[src/rtl/parking_sensor_fsm.sv]
// Car entry/exit detector for a pair of photo-sensors (a = outer, b = inner); pulses are registered.
// Latency SYNC_STAGES+1 clocks from a raw sensor edge to its pulse; no backpressure, the FSM steps every cycle.
module parking_sensor_fsm #(
  parameter int SYNC_STAGES = 2
) (
  input  logic clk,
  input  logic reset_n,
  input  logic sens_a,
  input  logic sens_b,
  output logic enter,
  output logic exit,
  output logic err,
  output logic busy
);

  typedef enum logic [2:0] {
    IDLE   = 3'd0,
    IN_A   = 3'd1,
    IN_AB  = 3'd2,
    IN_B   = 3'd3,
    OUT_B  = 3'd4,
    OUT_BA = 3'd5,
    OUT_A  = 3'd6,
    ERR    = 3'd7
  } state_t;

  state_t state;

  // Reset asserts asynchronously but releases only on a clock edge.
  logic [1:0] rst_sync;
  logic       rst_n;

  always_ff @(posedge clk or negedge reset_n) begin
    if (!reset_n) begin
      rst_sync <= 2'b00;
    end else begin
      rst_sync <= {rst_sync[0], 1'b1};
    end
  end

  assign rst_n = rst_sync[1];

  logic [SYNC_STAGES-1:0] a_sync;
  logic [SYNC_STAGES-1:0] b_sync;
  logic [1:0]             ab;

  always_ff @(posedge clk or negedge rst_n) begin
    if (!rst_n) begin
      a_sync <= '0;
      b_sync <= '0;
    end else begin
      a_sync <= {a_sync[SYNC_STAGES-2:0], sens_a};
      b_sync <= {b_sync[SYNC_STAGES-2:0], sens_b};
    end
  end

  assign ab = {a_sync[SYNC_STAGES-1], b_sync[SYNC_STAGES-1]};

  // Legal moves change one sensor bit at a time; anything else lands in ERR.
  function automatic state_t next_state(input state_t cur, input logic [1:0] in_ab);
    state_t nxt;
    nxt = ERR;
    case (cur)
      IDLE: begin
        case (in_ab)
          2'b00:   nxt = IDLE;
          2'b10:   nxt = IN_A;
          2'b01:   nxt = OUT_B;
          default: nxt = ERR;
        endcase
      end
      IN_A: begin
        case (in_ab)
          2'b10:   nxt = IN_A;
          2'b11:   nxt = IN_AB;
          2'b00:   nxt = IDLE;
          default: nxt = ERR;
        endcase
      end
      IN_AB: begin
        case (in_ab)
          2'b11:   nxt = IN_AB;
          2'b01:   nxt = IN_B;
          2'b10:   nxt = IN_A;
          default: nxt = ERR;
        endcase
      end
      IN_B: begin
        case (in_ab)
          2'b01:   nxt = IN_B;
          2'b00:   nxt = IDLE;
          2'b11:   nxt = IN_AB;
          default: nxt = ERR;
        endcase
      end
      OUT_B: begin
        case (in_ab)
          2'b01:   nxt = OUT_B;
          2'b11:   nxt = OUT_BA;
          2'b00:   nxt = IDLE;
          default: nxt = ERR;
        endcase
      end
      OUT_BA: begin
        case (in_ab)
          2'b11:   nxt = OUT_BA;
          2'b10:   nxt = OUT_A;
          2'b01:   nxt = OUT_B;
          default: nxt = ERR;
        endcase
      end
      OUT_A: begin
        case (in_ab)
          2'b10:   nxt = OUT_A;
          2'b00:   nxt = IDLE;
          2'b11:   nxt = OUT_BA;
          default: nxt = ERR;
        endcase
      end
      default: begin
        nxt = (in_ab == 2'b00) ? IDLE : ERR;
      end
    endcase
    return nxt;
  endfunction

  // Pulses come only from the final step of a sequence, so at most one fires per cycle.
  always_ff @(posedge clk or negedge rst_n) begin
    if (!rst_n) begin
      state <= IDLE;
      enter <= 1'b0;
      exit  <= 1'b0;
      err   <= 1'b0;
      busy  <= 1'b0;
    end else begin
      state <= next_state(state, ab);
      busy  <= (next_state(state, ab) != IDLE);
      enter <= (state == IN_B)  && (ab == 2'b00);
      exit  <= (state == OUT_A) && (ab == 2'b00);
      err   <= (state != ERR)   && (next_state(state, ab) == ERR);
    end
  end

endmodule

[config.mk]
export PLATFORM = sky130hd
export DESIGN_NAME = parking_sensor_fsm
export DESIGN_NICKNAME = d
export VERILOG_FILES = /design/src/rtl/parking_sensor_fsm.sv
export SDC_FILE = /design/constraint.sdc
export NUM_CORES = 1
export LEC_CHECK = 0
export ABC_AREA = 0
export BUFFER_PORTS_ARGS = -buffer_cell sky130_fd_sc_hd__clkbuf_2
export CORE_MARGIN = 2
export CORE_UTILIZATION = 45
export DETAILED_ROUTE_END_ITERATION = 6
export PLACE_DENSITY = 0.7
export SLEW_MARGIN = 20
export SYNTH_ARGS = -nofsm -noshare
export SYNTH_HDL_FRONTEND = slang
export SYNTH_SLANG_ARGS = --single-unit
[constraint.sdc]
create_clock -name clk -period 0.8 [get_ports clk]
set_clock_uncertainty 0.05 [all_clocks]
set_input_delay 0 -clock clk [delete_from_list [all_inputs] [get_ports clk]]
set_output_delay 0 -clock clk [all_outputs]
set_load 0.01 [all_outputs]
Word-level counts from Yosys, hierarchy flattened
Cells that the tools add are included.
Cells by class
  reductions and logical operators: 6
  equal/unequal tests: 11
  mux-type cells: 9
Operators with widths (number)
  case mux 3 bit (3 select lines): 6
  case mux 3 bit (7 select lines): 1
  == test 3 bit (second input constant): 4
  == test 3 x 2 -> 1 bit (second input constant): 2
  case mux 2 bit (3 select lines): 1
  == test 2 bit (second input constant): 2
  == test 3 x 1 -> 1 bit (second input constant): 1
  logical AND 1 bit: 3
  zero test 3 bit: 1
  2-to-1 mux 3 bit: 1
  != test 3 bit (second input constant): 1
  nonzero test 3 bit: 1
  == test 2 x 1 -> 1 bit (second input constant): 1
  zero test 2 bit: 1
Storage, ports and cells
  word-level logic and storage cells: 34
  output and inout bits: 4
  register bits: 13

Longest topological paths before layout
Gate-level depths: netlist (run 1).
  depth in word-level cells: 5
  depth in mapped cells: 6

Worst setup path after synthesis (run 1)
OpenSTA, ideal clock, no wires.
  kind: reg2reg
  from: reg b_sync[1]
  to: reg busy
  cell stages (with the launch flop): 7
  clock period less this slack: 1861 ps
  library setup time: 150 ps
  data arrival time: 1661 ps
  buffers on the path: 0
  slack: -1061 ps
  data required time: 600 ps
  path through: dfrtp_1 inv_1 ha_1 or2_0 a311o_1 a221oi_2 o2111ai_1
On the way
  longest elaborated chain between the ends: 4
  elaborated cells between the ends (all ways): 14
  classes of those cells: eq/ne (3); mux (9); reduce/logical (2)
RTL lines
  from (decl): line 44  | logic [SYNC_STAGES-1:0] b_sync;
  from (signal assigned): line 53  | b_sync <= {b_sync[SYNC_STAGES-2:0], sens_b};
  == test 2 bit, or another cell as far along
  case mux 3 bit (3 select lines), or another cell as far along: line 113  | case (in_ab)
  case mux 3 bit (7 select lines) *: line 63  | case (cur)
  nonzero test 3 bit *: line 137  | busy <= (next_state(state, ab) != IDLE);
  to (signal assigned): line 137
  to (decl): line 13  | output logic busy
Mark *: on every way between the ends. The rest lies on a longest branch, timed or not.

Worst setup path after layout (run 1)
  from: reg a_sync[1]
  to: reg busy
On the way
  longest elaborated chain between the ends: 4
  elaborated cells between the ends (all ways): 14
  classes of those cells: eq/ne (3); mux (9); reduce/logical (2)
RTL lines
  from (decl): line 43  | logic [SYNC_STAGES-1:0] a_sync;
  from (signal assigned): line 52  | a_sync <= {a_sync[SYNC_STAGES-2:0], sens_a};
  == test 2 bit, or another cell as far along
  case mux 3 bit (3 select lines), or another cell as far along: line 113
  case mux 3 bit (7 select lines) *: line 63
  nonzero test 3 bit *: line 137
Marks and branches as above.

==> metrics.md, run 1 <==
| Metric | Value |
|---|---|
| Status | complete, but fails checks |
| Failing checks | negative setup slack |
| Global-route usage over all layers | 18.25% |
| H-tree levels | 1 |
| Hpwl dp | between 1000 and 1500 microns |
| Placed inst area | around 910 sq um |
| Pre-antenna DRT Iters | 4 |
| Lkg Pwr | around 0.49 nW |
| Initial antenna violation count | 0 |
| VDD IR max | just under 2 mV |
| Die width | about 44 microns |
| Final setup TNS | -5.685 ns |
| Synth top area share | between 40 and 50% |
| Synthesized flop and latch total | 13 |
| Period utilisation layout | 230.4% |
| Pin count of the biggest net entering global routing | 14 |
| Residual DRC | 0 |
| Final WS setup | -1.043 ns |
| Main combinational cell family by area after synthesis | simple AND/OR/NAND/NOR gates |
| Critical path cell sequence | ha_4 > or2_1 > a311o_1 > a221oi_4 > o2111ai_1 |
| Post-DRT Antenna Nets | 0 |
| Die Span Y | 43.99 microns |
| Startpoint types | flip-flop |
| Post-layout nets | around 110 |
| Hold crit path type | reg -> async |
| Initial core utilization | about 48% |
| Number of global-route vias before repair | ~600 |
| Post-Syn Nets | 80 |
| Synthesized area | 719.4 sq um |
| Post-route cell area | approximately 0.0011 sq mm |
| R2R Setup Slk | -1.04 ns |
| Crit-path max FO | 5 |
| Clock transition at the registers of the reported paths | 0.08 ns |
| Layout cells sized above 1 | 53.47% |
| Worst Path Required | 0.89 ns |
| CP Capture Type | flip-flop |
| Critical Path AT | 1.93 ns |
| EDFF count, synth | 0 |
| Capture point of the critical path | busy$_DFF_PN0_ |
| Iteration-0 DRC Markers | 13 |
| Gpl congestion | 0.8859 |
| CP startpoint | a_sync[1]$_DFF_PN0_ |
| Yosys cell types | 29 |
| DR WL/cell | 13.12 microns |
| # port buffers | 7 |
| Max-cap violations | 0 |
| Die area | roughly 0.0019 sq mm |
| Core Region | between 0.0015 and 0.002 sq mm |
| Simple-Gate Fraction of Synth Area | a little under a fifth |
| Synth Instances | a little under 70 |
| Crit Reg-Reg Endpoint | busy$_DFF_PN0_ |
| Synth Area in Compound Gates | 15.83% |
| Cells on worst reg2reg path | 5 |
| Final setup violation count | 11 |
| Synth Area in Adders | roughly 14% |
| Clock latency on the worst-skew pair | around 0.27 ns |
| Ys flop type | dfrtp_1 |
| Vias per std cell | 5.085 |
| Final antenna diode count | 0 |
| PwrDens | 2923 mW/mm^2 |
| Minimum clock period | ~1.8 ns |
| Clk sink count | 13 |
| Finished Core Util | between 70% and 80% |
| Slowest cell on the critical path | dfrtp_2 |
| Mean post-synth cell area | 10.58 sq um |
| Clock root buffer master | clkbuf_4 |
| Area delta synth->final | 52.00% |
| Row Count | 14 |
| Post-synthesis xor/xnor area fraction | 0% |
| Top achievable clock speed | 542.5 MHz |
| Mux cell area share after synthesis | 0% |
| Hold Vio Cnt, Final | 0 |
| First-pass GRT wire length | 2504 microns |
| Crit Path Class | reg -> reg |
| RSZ-0062 raised after global routing | true |
| CTS tree | done |
| Synth warn | 0 |
| # IOs | 8 |
| Post-synth top area cell | dfrtp_1 |
| Async set-reset flop share out of synthesis | between 90% and 100% |
| CTS buffer count | 3 |
| Launching point of the worst reg2reg path | a_sync[1]$_DFF_PN0_ |
| Slew Viols, Final | 0 |
| Part of the Yosys area used for sequential elements | between 40% and 50% |
| Post-Route WL | roughly 1500 microns |
| Deepest clock path buffer count | 2 |
| Via count | 595 |
| CP max stage delay | 0.47 ns |
| Total grt overflow | 0 |
| Synth top area cells | dfrtp_1, ha_1, inv_1 |
through the flow:
stage / hold WS [ns] / setup slack (ns) / total power [mW] / instances
floorplan: -0.3456 / -0.9328 / 1.821 / 68
global placement: -0.2636 / -1.089 / 2.419 / 107
detailed placement: -0.2614 / -1.070 / 2.438 / 107
CTS: 0.1253 / -1.049 / 2.900 / 115
global route: 0.1535 / -1.133 / 3.452 / 117
finish: 0.1172 / -1.043 / 3.196 / 117
placed cells by master, fill, tap and decap left out, types with 2 or more instances in the layout:
| cell | count |
|---|---|
| clkbuf_2 | 7 |
| ha_2 | 2 |
| inv_1 | 4 |
| dlygate4sd3_1 | 4 |
| nand2_1 | 4 |
| o21ai_0 | 2 |
| nor2b_1 | 2 |
| nand2b_1 | 3 |
| buf_4 | 20 |
| nor2_1 | 4 |
| clkbuf_4 | 3 |
| ha_4 | 3 |
| dfrtp_2 | 3 |
| nor3_2 | 2 |
| ha_1 | 3 |
| dfrtp_1 | 10 |
| nor3b_2 | 2 |
how the worst min path moves through the flow:
stage               cells after the start  slack [ns]                    end
floorplan                               0       -0.35  rst_sync[0]$_DFF_PN0_
global placement                        1       -0.26  rst_sync[1]$_DFF_PN0_
detailed placement                      1       -0.26  rst_sync[1]$_DFF_PN0_
CTS                                     1        0.13        enter$_DFF_PN0_
global route                            1        0.15        enter$_DFF_PN0_
finish                                  1        0.12        enter$_DFF_PN0_
power breakdown:
part / switching (mW) / internal, mW / total [mW]
logic: 0.872 / 0.964 / 1.84
registers: 0.174 / 0.799 / 0.974
clock network: 0.201 / 0.185 / 0.386
worst max-delay path, delay by kind of cell (launching register included):
family | cells | cell delay [ns]
compound gates | 3 | 0.78
fa+ha+maj | 1 | 0.18
flops | 1 | 0.47
simple gates | 1 | 0.23
sequential cells by signal, indices dropped and copies added (netlist names):
name,cells
state,3
a_sync,2
b_sync,2
rst_sync,2
busy,1
enter,1
err,1
exit,1
area by class of cell:
cell class                 count  area (sq um)
clock buffer                   3         22.52
timing repair buffer          32         236.5
tap                           16         20.02
multi-input combinational     46         455.4
sequential                    13         329.1
inverter                       6         25.02
fill                         113         412.9
clock inverter                 1         5.005
cells in the mapped netlist (all sizes together), types with 2 or more instances:
| cell type | n |
|---|---|
| a221oi | 2 |
| buf | 3 |
| dfrtp | 13 |
| ha | 8 |
| inv | 6 |
| nand2 | 4 |
| nand2b | 3 |
| nor2 | 4 |
| nor2b | 2 |
| nor3 | 3 |
| nor3b | 3 |
| o21ai | 4 |
metal layers:
metal / track usage, % / part of all wire (%) / up-vias
met1: 21.54 / 45 / 280
met5: 0 / 0 / -
met2: 30.00 / 51 / 10
met3: 7.917 / 3.8 / 0
li1: - / - / 305
met4: 5.455 / 0 / 0
cells by family (layout without fill, tap and decap cells):
family | Yosys count | count (layout)
simple gates | 23 | 23
compound gates | 14 | 14
flops | 13 | 13
buf+inv | 9 | 42
fa+ha+maj | 8 | 8
other cells | 1 | 1
what timing repair did:
| action | CTS | global route |
|---|---|---|
| pin swaps | 1 | 5 |
| endpoints found under the hold margin | 4 | 0 |
| hold buffers | 4 | 0 |
| setup endpoints to repair | 11 | 11 |
| setup buffers | 0 | 2 |
| resized for setup | 2 | 19 |
(Power assumes the default switching activity.)
==> inputs of run 2 (changes only) <==
Settings changed: CORE_UTILIZATION 45 to 35, PLACE_DENSITY 0.7 to 0.58.
==> run 2 against run 1 <==
Effect of this change: the flow still finishes with violations (negative setup slack); first-iteration DRC count is 15% higher; clock power is 2% lower; sequential power is 2% higher; register-to-register slack better by 0.03 ns; cell area is 3.7% lower; worst hold slack worse by 0.012 ns; worst setup slack better by 0.035 ns; flip-flop and latch count stayed put; die area is 26% higher; maximum frequency is 1.9% higher; via count stayed put; sequential share of layout area is 0.91 points higher; largest cell class unchanged; highest routed layer is now met4.
==> metrics.md, run 2 (synthesis gave the netlist of run 1 again) <==
| Metric | Value |
|---|---|
| Initial core utilization | 37.05% (-11 points) |
| Failing checks | negative setup slack |
| Deepest clock path buffer count | 2 (unchanged) |
| # IOs | 8 (unchanged) |
| CTS buffer count | 3 (unchanged) |
| First-pass GRT wire length | 2670 microns (+6.6%) |
| Hpwl dp | 1127 microns (-0.70%) |
| Slowest cell on the critical path | dfrtp_2 |
| Hold Vio Cnt, Final | 0 (unchanged) |
| Critical Path AT | 1.90 ns (-0.03 ns) |
| Most frequent cells in the layout | buf_4, dfrtp_1, clkbuf_2 |
| Status | complete, but fails checks |
| Worst Path Required | 0.89 ns (about the same) |
| Period utilisation layout | 226.1% (-4.3 points) |
| Crit Path Class | reg -> reg |
| Number of global-route vias before repair | 622 (+3.8%) |
| Die area | 0.002434 sq mm (+26%) |
| Post-layout nets | 113 (-0.88%) |
| # port buffers | 7 (unchanged) |
| Clock transition at the registers of the reported paths | 0.07 ns (about the same) |
| Global-route usage over all layers | 14.37% (-3.9 points) |
| Top achievable clock speed | 552.8 MHz (+1.9%) |
| Critical path cell sequence | ha_2 > or2_0 > a311o_1 > a221oi_2 > buf_4 > a211oi_1 |
| CP Capture Type | flip-flop |
| Fillers | 181 (+60%) |
| Residual DRC | 0 (unchanged) |
| Lkg Pwr | 0.4777 nW (-3.2%) |
| Clock latency on the worst-skew pair | 0.27 ns (about the same) |
| Cells on worst reg2reg path | 6 (+1) |
| Pin count of the biggest net entering global routing | 11 (-3) |
| Launching point of the worst reg2reg path | a_sync[1]$_DFF_PN0_ |
| Area of the multi-input gates | 419.2 sq um (-8.0%) |
| Pre-CTS WS | -1.035 ns (+0.03485 ns) |
| Layer with the highest usage | met2 |
| Initial antenna violation count | 0 (unchanged) |
| Final WS setup | -1.009 ns (+0.03451 ns) |
| VDD IR max | 2.056 mV (+4.9%) |
| Slew Viols, Final | 0 (unchanged) |
| CP startpoint | a_sync[1]$_DFF_PN0_ |
| Clk sink count | 13 (unchanged) |
| Via count | 595 (unchanged) |
| CP max stage delay | 0.46 ns (about the same) |
| Post-Route WL | 1433 microns (-6.6%) |
| Startpoint types | flip-flop |
| Most common cell after layout, fill and taps aside | buf_4 |
| Row Count | 16 (+2) |
| Area delta synth->final | 46.43% |
| Layout cells sized above 1 | 47.00% (-6.5 points) |
| Die width | 49.34 microns (+12%) |
| Core Region | 0.001942 sq mm (+29%) |
| Final antenna diode count | 0 (unchanged) |
| Max-cap violations | 0 (unchanged) |
| Pre-antenna DRT Iters | 4 (unchanged) |
| Global Route met3 Usage | 0.9202% (-7.0 points) |
| H-tree levels | 1 (unchanged) |
| Total grt overflow | 0 (unchanged) |
| Vias per std cell | 4.685 (-7.9%) |
| Placed inst area | 928.4 sq um (+1.5%) |
| M1 GR Usage | 19.77% (-1.8 points) |
| Largest register FFs | 3 (unchanged) |
| Met2 GRT Util | 22.07% (-7.9 points) |
| CP top delay family | compound AO/OA/AOI/OAI gates |
| Post-route cell area | 0.001054 sq mm (-3.7%) |
| Gpl congestion | 0.8888 (+0.33%) |
| Iteration-0 DRC Markers | 15 (+2) |
| Clock root buffer master | clkbuf_4 |
| Register Area | 326.6 sq um (-0.76%) |
| PwrDens | 2930 mW/mm^2 (+0.26%) |
| Crit-path max FO | 5 (unchanged) |
| Hold crit path type | reg -> async |
| Die Span Y | 49.34 microns (+12%) |
| Minimum clock period | 1.809 ns (-0.03451 ns) |
| Post-DRT Antenna Nets | 0 (unchanged) |
| Reg with most FFs | state |
| R2R Setup Slk | -1.01 ns (+0.03 ns) |
| CTS tree | done |
| RSZ-0062 raised after global routing | true |
| PnR Total Power | 3.087 mW (-3.4%) |
| Final setup violation count | 9 (-2) |
| WP depth | 6 (+1) |
| Critical path buffers and inverters | 1 (+1) |
| Final setup TNS | -5.483 ns (+0.2024 ns) |
| DR WL/cell | 11.28 microns (-14%) |
==> run 2: cell count changes in the layout (fill, tap and decap cells not counted), sizes merged <==
cell and change:
buf -1, clkbuf +1, clkinv -1
==> run 2: through the flow <==
stage / util, % / instances / hold slack (ns)
CTS: 53.48 / 127 / 0.1170
detailed placement: 47.81 / 118 / -0.2602
finish: 54.25 / 127 / 0.1056
global placement: 47.81 / 118 / -0.2606
floorplan: - / 68 / -0.3456
global route: 54.25 / 127 / 0.1230
==> run 2: layout make-up <==
class	instances	share of cell area (%)
multi-input cells	46	39.79
flip-flops and latches	13	31.00
well taps	27	3.207
inverters	6	2.138
clock buffers	4	2.494
repair buffers	31	21.38
==> run 2: repair_timing <==
| item | 4_1_cts | 5_1_grt |
|---|---|---|
| pin swaps | 4 | 1 |
| hold buffers | 4 | 0 |
| resized for setup | 7 | 4 |
| hold endpoints to repair | 4 | 0 |
| endpoints found under the setup margin | 11 | 11 |
| buffers inserted | 1 | 0 |
==> run 2: worst paths after layout <==
path	end
setup / recovery	err$_DFF_PN0_
hold / removal	enter$_DFF_PN0_
setup reg to reg	err$_DFF_PN0_
hold reg to reg	enter$_DFF_PN0_
max in group asynchronous	rst_sync[1]$_DFF_PN0_
min in group clk	a_sync[1]$_DFF_PN0_
==> run 2: worst reg2reg max path: cells and delay by family (launching register included) <==
family	cells	cell delay [ns]
buffers and inverters	1	0.16
AO/OA/AOI/OAI	3	0.60
adder cells (fa/ha/maj)	1	0.20
AND/OR/NAND/NOR	1	0.22
flip-flops	1	0.46
==> run 2: report_power, final <==
| part | leakage (nW) | switching (mW) | internal [mW] | total [mW] |
|---|---|---|---|---|
| Combinational | 0.308 | 0.758 | 0.957 | 1.71 |
| Sequential | 0.155 | 0.199 | 0.793 | 0.992 |
| Clock | 0.0150 | 0.187 | 0.193 | 0.380 |
==> run 2: layer usage <==
layer / vias to the layer above / part of all wire, %
met5: - / 0
met4: 0 / 2.4
met3: 4 / 3.4
met2: 14 / 47
met1: 277 / 47
li1: 300 / -
==> inputs of run 3 (changes only) <==
Settings changed: SKIP_CTS_REPAIR_TIMING set to 1.
==> run 3 against run 2 <==
Effect of this change: the run still ends with negative setup slack left; largest power group unchanged; worst setup slack worse by 0.020 ns; highest routed layer unchanged; register-to-register slack worse by 0.02 ns; count of clock-buffer cells in the layout unchanged; sequential power down 2.8%; first-iteration DRC count down 6.7%; global-route usage down 0.33 points.
==> metrics.md, run 3 (synthesis gave the netlist of run 1 again) <==
| Metric | Value |
|---|---|
| Status | complete, but fails checks |
| Failing checks | negative setup slack |
| Post-layout nets | 118 (+4.4%) |
| Iteration-0 DRC Markers | 14 (-1) |
| Startpoint types | flip-flop |
| VDD IR max | 2.022 mV (-1.7%) |
| Most common cell after layout, fill and taps aside | buf_4 |
| Initial core utilization | 37.05% (unchanged) |
| CTS buffer count | 3 (unchanged) |
| Period utilisation layout | 228.7% (+2.6 points) |
| Clock transition at the registers of the reported paths | 0.07 ns (about the same) |
| Pin count of the biggest net entering global routing | 11 (unchanged) |
| # IOs | 8 (unchanged) |
| Gpl congestion | 0.8888 (unchanged) |
| Area delta synth->final | 61.04% |
| CP max stage delay | 0.45 ns (about the same) |
| Internal power | 2.127 mW (+9.5%) |
| Worst Path Required | 0.90 ns (about the same) |
| Vias per std cell | 4.795 (+2.4%) |
| Clock latency on the worst-skew pair | 0.27 ns (about the same) |
| Sw frac | 38.25% (+1.2 points) |
| Max-cap violations | 0 (unchanged) |
| Pre-CTS WS | -1.035 ns (unchanged) |
| Minimum clock period | 1.829 ns (+0.02048 ns) |
| Crit Reg-Reg Endpoint | err$_DFF_PN0_ |
| DR WL/cell | 12.58 microns (+12%) |
| Hold_ws | 0.1061 ns (+0.0005360 ns) |
| Layout cells sized above 1 | 58.10% (+11 points) |
| Hold Vio Cnt, Final | 0 (unchanged) |
| Most frequent cells in the layout | buf_4, dfrtp_1, clkbuf_2 |
| Crit Path Class | reg -> reg |
| Crit-path max FO | 4 (-1) |
| PnR Total Power | 3.444 mW (+12%) |
| Inst Count DP | 118 (unchanged) |
| Largest register FFs | 3 (unchanged) |
| H-tree levels | 1 (unchanged) |
| Initial antenna violation count | 0 (unchanged) |
| Lkg Pwr | 0.5087 nW (+6.5%) |
| Die width | 49.34 microns (unchanged) |
| Fillers | 183 (+1.1%) |
| Combinational group share of total power | 60.8% (+5.2 points) |
| # port buffers | 7 (unchanged) |
| Clock root buffer master | clkbuf_4 |
| Count of non-filler cells in the finished layout | 132 (+3.9%) |
| Final antenna diode count | 0 (unchanged) |
| Reg with most FFs | state |
| Final WS setup | -1.029 ns (-0.02048 ns) |
| Hpwl dp | 1127 microns (unchanged) |
| Post-Route WL | 1661 microns (+16%) |
| Clk sink count | 13 (unchanged) |
| Critical Path AT | 1.93 ns (+0.03 ns) |
| Number of global-route vias before repair | 600 (-3.5%) |
| Launching point of the worst reg2reg path | b_sync[1]$_DFF_PN0_ |
| Top achievable clock speed | 546.6 MHz (-1.1%) |
| Post-DRT Antenna Nets | 0 (unchanged) |
| Slowest cell on the critical path | dfrtp_2 |
| Residual DRC | 0 (unchanged) |
| Clock network fraction of design power | 11.2% (-1.1 points) |
| Die Span Y | 49.34 microns (unchanged) |
| Global-route usage over all layers | 14.04% (-0.33 points) |
| PwrDens | 2973 mW/mm^2 (+1.5%) |
| NetSw | 1.317 mW (+15%) |
| R2R Setup Slk | -1.03 ns (-0.02 ns) |
| First-pass GRT wire length | 2622 microns (-1.8%) |
| CP top delay family | compound AO/OA/AOI/OAI gates |
| Hold crit path type | reg -> async |
| CP Capture Type | flip-flop |
| Pre-antenna DRT Iters | 4 (unchanged) |
| Critical path buffers and inverters | 2 (+1) |
| Part of the power in registers | 28.0% (-4.1 points) |
| Cells on worst reg2reg path | 7 (+1) |
| Final setup violation count | 9 (unchanged) |
| Total grt overflow | 0 (unchanged) |
| Core Region | 0.001942 sq mm (unchanged) |
| CTS tree | done |
| Slew Viols, Final | 0 (unchanged) |
| RSZ-0062 raised after global routing | true |
| Deepest clock path buffer count | 2 (unchanged) |
| Critical path cell sequence | inv_4 > ha_4 > or2_0 > a311o_1 > a221oi_2 > buf_4 > a211oi_2 |
| Die area | 0.002434 sq mm (unchanged) |
| Via count | 633 (+6.4%) |
| Finished Core Util | 59.66% (+5.4 points) |
| Row Count | 16 (unchanged) |
==> run 3: cell count changes in the layout (fill, tap and decap cells not counted), moves of 2 or more <==
cell     previous run  this run
buf_6               0         3
dfrtp_1            12         9
dfrtp_2             1         4
buf_4              20        22
ha_1                4         2
ha_4                2         4
inv_2               2         0
inv_4               0         2
==> run 3: routing by layer <==
metal,track usage (%),share of wire [%],vias to the layer above
met2,20.95,50,18
li1,-,-,311
met4,8.571,3.4,0
met5,0,0,-
met1,19.77,43,298
met3,0.9202,3.6,6
==> run 3: power groups by stage <==
stage / registers [mW] / logic, mW / clock network [mW]
finish: 0.964 / 2.10 / 0.385
detailed placement: 0.988 / 1.49 / 0
CTS: 0.974 / 1.50 / 0.403
floorplan: 0.900 / 0.921 / 0
global route: 0.975 / 2.29 / 0.454
global placement: 0.980 / 1.49 / 0
==> run 3: cell type report <==
| cell class | instances | area (sq um) | share of cell area (%) |
|---|---|---|---|
| inverter | 6 | 27.53 | 2.376 |
| tap | 27 | 33.78 | 2.916 |
| multi-input combinational | 46 | 466.7 | 40.28 |
| clock buffer | 4 | 26.28 | 2.268 |
| sequential | 13 | 330.3 | 28.51 |
| timing repair buffer | 36 | 274.0 | 23.65 |
==> run 3: how the worst max path moves through the flow <==
stage	start	to	slack, ns	cells past startpoint
finish	b_sync[1]$_DFF_PN0_	err$_DFF_PN0_	-1.03	7
global route	b_sync[1]$_DFF_PN0_	busy$_DFF_PN0_	-1.12	8
CTS	b_sync[1]$_DFF_PN0_	busy$_DFF_PN0_	-1.05	7
detailed placement	b_sync[1]$_DFF_PN0_	busy$_DFF_PN0_	-1.04	7
global placement	a_sync[1]$_DFF_PN0_	busy$_DFF_PN0_	-1.0	7
floorplan	a_sync[1]$_DFF_PN0_	busy$_DFF_PN0_	-0.93	5
==> run 3: stage by stage <==
step | cell area [sq um] | setup TNS (ns)
CTS | 954.7 | -5.822
detailed placement | 928.4 | -5.623
global placement | 928.4 | -5.455
finish | 1159 | -5.483
global route | 1159 | -6.198
floorplan | 738.2 | -4.692
